File: src/rtl/uart_rx_fifo.sv
// uart_rx_fifo: oversampled UART receiver with majority-vote bit decisions
// feeding a show-ahead FIFO that stores parity/framing flags with each word.
module uart_rx_fifo #(
    parameter int WIDTH     = 8,
    parameter int FCLK      = 50000000,
    parameter int FBAUD     = 115200,
    parameter int PARITY    = 0,
    parameter int STOP_BITS = 1,
    parameter int DEPTH     = 4
) (
    input  logic                     clk50m,
    input  logic                     rst_n,
    input  logic                     rx,
    input  logic                     rx_ready,
    input  logic                     clr_ovr,
    output logic [WIDTH-1:0]         rx_data,
    output logic                     rx_perr,
    output logic                     rx_ferr,
    output logic                     rx_valid,
    output logic [$clog2(DEPTH):0]   rx_level,
    output logic                     rx_overrun,
    output logic                     rx_idle
);
    localparam int BITP = FCLK / FBAUD;
    localparam int H    = BITP / 2;
    localparam int CW   = $clog2(BITP + 1);
    localparam int AW   = $clog2(DEPTH);
    localparam int LW   = AW + 1;
    localparam logic [CW-1:0] C_LO  = CW'(H - 1);
    localparam logic [CW-1:0] C_MID = CW'(H);
    localparam logic [CW-1:0] C_HI  = CW'(H + 1);
    localparam logic [CW-1:0] C_END = CW'(BITP - 1);

    typedef enum logic [2:0] {IDLE, START, DATA, PAR, STOP} state_t;

    state_t             state_q, state_d;
    logic               s1_q, s2_q;
    logic [CW-1:0]      cnt_q, cnt_d;
    logic [3:0]         idx_q, idx_d;
    logic [WIDTH-1:0]   shift_q, shift_d;
    logic               perr_q, perr_d, ferr_q, ferr_d;
    logic [1:0]         smp_q, smp_d;
    logic [AW-1:0]      wr_q, rd_q;
    logic [LW-1:0]      level_q;
    logic               ovr_q;
    logic [WIDTH+1:0]   mem [DEPTH];
    logic               rxs, maj, dec, push, pop, full, wr_en, frame_ferr;

    assign rxs        = s2_q;
    assign maj        = (smp_q[0] & smp_q[1]) | (smp_q[0] & rxs) | (smp_q[1] & rxs);
    assign dec        = cnt_q == C_HI;
    assign frame_ferr = ferr_q | ~maj;

    always_ff @(posedge clk50m or negedge rst_n) begin
        if (!rst_n) begin
            s1_q    <= 1'b1;
            s2_q    <= 1'b1;
            state_q <= IDLE;
            cnt_q   <= '0;
            idx_q   <= '0;
            shift_q <= '0;
            perr_q  <= 1'b0;
            ferr_q  <= 1'b0;
            smp_q   <= 2'b11;
        end else begin
            s1_q    <= rx;
            s2_q    <= s1_q;
            state_q <= state_d;
            cnt_q   <= cnt_d;
            idx_q   <= idx_d;
            shift_q <= shift_d;
            perr_q  <= perr_d;
            ferr_q  <= ferr_d;
            smp_q   <= smp_d;
        end
    end

    // cnt free-runs outside IDLE; every transition into IDLE re-zeroes it
    always_comb begin
        state_d = state_q;
        cnt_d   = (cnt_q == C_END) ? '0 : cnt_q + CW'(1);
        idx_d   = idx_q;
        shift_d = shift_q;
        perr_d  = perr_q;
        ferr_d  = ferr_q;
        push    = 1'b0;
        smp_d   = {(cnt_q == C_MID) ? rxs : smp_q[1], (cnt_q == C_LO) ? rxs : smp_q[0]};
        case (state_q)
            IDLE: begin
                cnt_d = '0;
                if (!rxs) begin
                    state_d = START;
                    perr_d  = 1'b0;
                    ferr_d  = 1'b0;
                end
            end
            START: if (dec) begin
                state_d = maj ? IDLE : DATA;
                cnt_d   = maj ? '0 : cnt_d;
                idx_d   = '0;
            end
            DATA: if (dec) begin
                shift_d = {maj, shift_q[WIDTH-1:1]};
                idx_d   = (idx_q == 4'(WIDTH - 1)) ? '0 : idx_q + 4'd1;
                state_d = (idx_q != 4'(WIDTH - 1)) ? DATA : (PARITY != 0) ? PAR : STOP;
            end
            PAR: if (dec) begin
                perr_d  = (PARITY == 1) ? (^shift_q ^ maj) : ~(^shift_q ^ maj);
                state_d = STOP;
                idx_d   = '0;
            end
            STOP: if (dec) begin
                ferr_d = frame_ferr;
                idx_d  = idx_q + 4'd1;
                if (idx_q == 4'(STOP_BITS - 1)) begin
                    push    = 1'b1;
                    state_d = IDLE;
                    cnt_d   = '0;
                end
            end
            default: begin
                state_d = IDLE;
                cnt_d   = '0;
            end
        endcase
    end

    assign full     = level_q == LW'(DEPTH);
    assign rx_valid = level_q != '0;
    assign pop      = rx_valid & rx_ready;
    assign wr_en    = push & (~full | pop);

    always_ff @(posedge clk50m) begin
        if (wr_en) mem[wr_q] <= {frame_ferr, perr_q, shift_q};
    end

    always_ff @(posedge clk50m or negedge rst_n) begin
        if (!rst_n) begin
            wr_q    <= '0;
            rd_q    <= '0;
            level_q <= '0;
            ovr_q   <= 1'b0;
        end else begin
            wr_q    <= wr_en ? wr_q + AW'(1) : wr_q;
            rd_q    <= pop ? rd_q + AW'(1) : rd_q;
            level_q <= level_q + LW'(wr_en) - LW'(pop);
            ovr_q   <= (push & full & ~pop) | (ovr_q & ~clr_ovr);
        end
    end

    assign rx_data    = rx_valid ? mem[rd_q][WIDTH-1:0] : '0;
    assign rx_perr    = rx_valid & mem[rd_q][WIDTH];
    assign rx_ferr    = rx_valid & mem[rd_q][WIDTH+1];
    assign rx_level   = level_q;
    assign rx_overrun = ovr_q;
    assign rx_idle    = state_q == IDLE;
endmodule

File: config.mk
export PLATFORM = sky130hd
export DESIGN_NAME = uart_rx_fifo
export DESIGN_NICKNAME = d
export VERILOG_FILES = /design/src/rtl/uart_rx_fifo.sv
export SDC_FILE = /design/constraint.sdc
export NUM_CORES = 1
export LEC_CHECK = 0
export ABC_AREA = 1
export BUFFER_PORTS_ARGS = -buffer_cell sky130_fd_sc_hd__buf_2
export CAP_MARGIN = 20
export CORE_MARGIN = 4
export CORE_UTILIZATION = 55
export DETAILED_ROUTE_END_ITERATION = 10
export PLACE_DENSITY = 0.69
export SLEW_MARGIN = 20
export SYNTH_ARGS = -nofsm -noshare
export SYNTH_HDL_FRONTEND = slang
export SYNTH_SLANG_ARGS = --single-unit
File: constraint.sdc
create_clock -name clk50m -period 3.8 [get_ports clk50m]
set_input_delay 0.76 -clock clk50m [delete_from_list [all_inputs] [get_ports clk50m]]
set_output_delay 0.76 -clock clk50m [all_outputs]
set_load 0.02 [all_outputs]
==> key figures <==
Detailed routing
  – DRT iter0 DRCs: 124
  – Avg WL per Cell: 13.0 um
  – Residual DRC: 0
  – Detailed-router iteration count before antenna repair: 4
  – Via count: 2522
  – Final Routed Wirelength: 6430 um
  – Avg Vias per Cell: 5.08
  – Post-route ant nets: 0

Synth
  – Cell accounting for the most synthesized area: edfxtp_1
  – Post-synthesis async set-or-reset flop share: 0.487
  – Mapped Avg Cell Area: 9.67 um^2
  – Main synth FF type: edfxtp_1
  – Netlist cell types: 33
  – Main area contributors after synthesis: edfxtp_1 (32%), dfrtp_1 (23%), nor2_1 (7.0%)
  – Top-area cell type share of the netlist area: 0.319
  – Yosys warning count: 0
  – EDFF count, synth: 40
  – Yosys reg bits: 78
  – Syn Nets: 407
  – Syn Std Cell Area: 3760 um^2
  – Cells after Synth: 389
  – Seq/Total Area, Yosys: 0.574

Clock network
  – Clock Latency Late Sink: 0.34 ns
  – Clock-pin transition on the worst setup and hold timing paths: 0.09 ns
  – CTS sink cnt: 78
  – H-Tree Depth: 3
  – Clock Tree Buf Depth: 2
  – Post-CTS sizing: 0
  – CTS Buf Count: 9
  – Post-CTS Setup Inserts: 0
  – Root Buffer: clkbuf_8
  – CTS tree: built
  – Hold buffer count at cts: 0

Timing
  – Clock skew: 0.0101 ns
  – Hold_ws: 0.362 ns
  – Relative slew slack: 0.379
  – Fmax: 386 MHz
  – Tmin final: 2.59 ns
  – Final max-slew violation count: 0
  – Hold Fails Final Rpt: 0
  – Setup_tns: 0 ns
  – Slew @ Worst Pin: 0.928 ns
  – Final period utilization: 0.681
  – Final setup fails: 0
  – RSZ-0062 raised after global routing: false

Floorplan
  – Core box area: 6490 um^2
  – Row count: 29
  – Initial Util: 0.579
  – DIE HEIGHT: 90.7 um
  – Width of the die: 90.7 um
  – Die area: 8220 um^2
  – Top Ports: 21

Setup path
  – Crit path required time: 3.04 ns
  – CP Data Arrival Time: 1.83 ns
  – Crit Path Category: flop to output pin
  – CP startpoint kind: flop
  – Buf/Inv on CP: 2
  – Critical Path Max Stage Delay: 0.58 ns
  – Slowest-stage cell, CP: dfrtp_1
  – CP Max Fanout: 11
  – Crit end category: output pin
  – Crit path max-delay family: flip-flops
  – Ordered list of cells on the worst path: inv_1, nor2_1, o21ai_0, a21oi_1, buf_2

Layout
  – Share of cells above drive strength 1: 0.162
  – Area Overhead vs Synth: 10.0%
  – Design Area, Final: 4140 um^2
  – # diodes: 0
  – Final Net Count: 432

GRT
  – Initial antenna violation count: 0
  – Largest net degree at the start of global routing: 39
  – Number of global-route vias before repair: 2419
  – First-pass GRT wire length: 11100 um
  – Tot GR Track Use: 0.168
  – Global route overflow: 0

Power
  – PwrDens: 526 nW/um^2
  – Worst vdd ir: 0.000248 V
  – Clk pwr share: 0.287
  – Psw: 0.743 mW
  – Sequential share of power: 0.440
  – Switch share: 0.341
  – Gate power share: 0.272
  – Total leakage power: 1.83 nW
  – Int Pwr: 1.43 mW

Worst hold path
  – Tightest Hold Check Type: flop to flop

Place
  – Port buffer count: 20
  – Post-place instance area: 3930 um^2
  – Detailed placement HPWL: 4510 um
  – GPL Wtd Cong: 0.803

Outcome
  – Status: completed

Flow run
  – Max_cap viols: 0
## metrics by stage
stage / std cells / power [mW] / utilization / setup WS (ns)
after detailed placement: 480 / 1.58 / 0.606 / 1.35
after global routing: 496 / 2.31 / 0.637 / 1.00
after floorplan: 389 / 1.40 / - / 1.56
after global placement: 480 / 1.56 / 0.606 / 1.40
final: 496 / 2.18 / 0.637 / 1.21
after CTS: 496 / 2.20 / 0.637 / 1.17
## worst register-to-register path: stages, from the launching register on
cell     delay [ns]
dfrtp_1        0.43
inv_1          0.10
ha_1           0.15
nand2_1        0.05
nor2_1         0.17
nand2_4        0.12
inv_6          0.10
nand4_4        0.12
ha_1           0.31
inv_1          0.05
ha_1           0.13
inv_1          0.05
fa_1           0.38
xnor2_1        0.14
## area by class of cell
| type | instances | area, um^2 |
|---|---|---|
| clock buffers | 9 | 124 |
| clock inverters | 7 | 80.1 |
| fillers | 501 | 2360 |
| inverters | 49 | 189 |
| multi-input cells | 254 | 1380 |
| flip-flops and latches | 78 | 2160 |
| well taps | 77 | 96.3 |
| repair buffers | 22 | 115 |
## cells by family after synthesis
kind of cell	count (synthesis)	synth area share
AND/OR/NAND/NOR	173	0.205
flip-flops	78	0.574
buffers and inverters	57	0.0602
AO/OA/AOI/OAI	55	0.0855
XOR/XNOR	13	0.0303
adder cells (fa/ha/maj)	13	0.0453
## power by group through the flow
stage / sequential (mW) / combinational (mW) / clock, mW
after global routing: 0.964 / 0.662 / 0.685
after detailed placement: 0.977 / 0.600 / 0
after floorplan: 0.979 / 0.418 / 0
after global placement: 0.974 / 0.586 / 0
after CTS: 0.958 / 0.601 / 0.644
final: 0.958 / 0.593 / 0.625
## worst paths after layout
path                                         end                start  slack [ns]  depth (start not counted)
setup / recovery                         rx_perr  rd_q[1]$_DFFE_PN0P_        1.21                          5
hold / removal                     rxs$_DFF_PN1_       s1_q$_DFF_PN1_        0.36                          0
setup reg to reg           rx_level[2]$_DFF_PN0_   cnt_q[0]$_DFF_PN0_        1.42                         13
hold reg to reg                    rxs$_DFF_PN1_       s1_q$_DFF_PN1_        0.36                          0
max in group asynchronous     cnt_q[7]$_DFF_PN0_                rst_n        2.73                          1
min in group asynchronous   idx_q[1]$_DFFE_PN0P_                rst_n        0.53                          1
## cells in the final DEF, fill, tap and decap left out, drive strengths merged
cell type,instances
dfstp,4
nand2,73
clkinv,2
clkbuf,9
o22ai,2
nand3b,2
o21ai,38
a22oi,1
clkinvlp,2
nand4,2
nor3,3
inv,51
nand3,19
a21oi,14
dfrtp,34
fa,1
nor2,74
edfxtp,40
buf,22
ha,12
xnor2,3
bufinv,1
xor2,10
## routing by layer
layer | part of all wire | wire, um | GRT usage | vias up
li1 | - | - | - | 1303
met1 | 0.46 | 2940 | 0.208 | 1181
met2 | 0.50 | 3240 | 0.289 | 27
met3 | 0.023 | 148 | 0.0325 | 11
met4 | 0.016 | 106 | 0.0702 | 0
met5 | 0 | 0 | 0 | -
## flip-flops by register name (all words and copies together) (netlist names)
| name | count |
|---|---|
| s1_q | 1 |
| rx_overrun | 1 |
| cnt_q | 9 |
| mem | 40 |
| shift_q | 8 |
| wr_q | 2 |
| perr_q | 1 |
| smp_q | 2 |
| rx_level | 3 |
| idx_q | 4 |
| rd_q | 2 |
| rxs | 1 |
| ferr_q | 1 |
| state_q | 3 |
## Yosys cell counts (4+ instances only)
library cell  count
edfxtp_1         40
nand2_1          68
inv_1            45
nor2_1           70
clkbuf_1          6
a21oi_1          13
o21ai_2           8
nand3_1          17
ha_1             12
xor2_1           10
dfstp_2           4
o21ai_0          30
dfrtp_1          34
No activity file was read; power rests on OpenSTA's default activity.
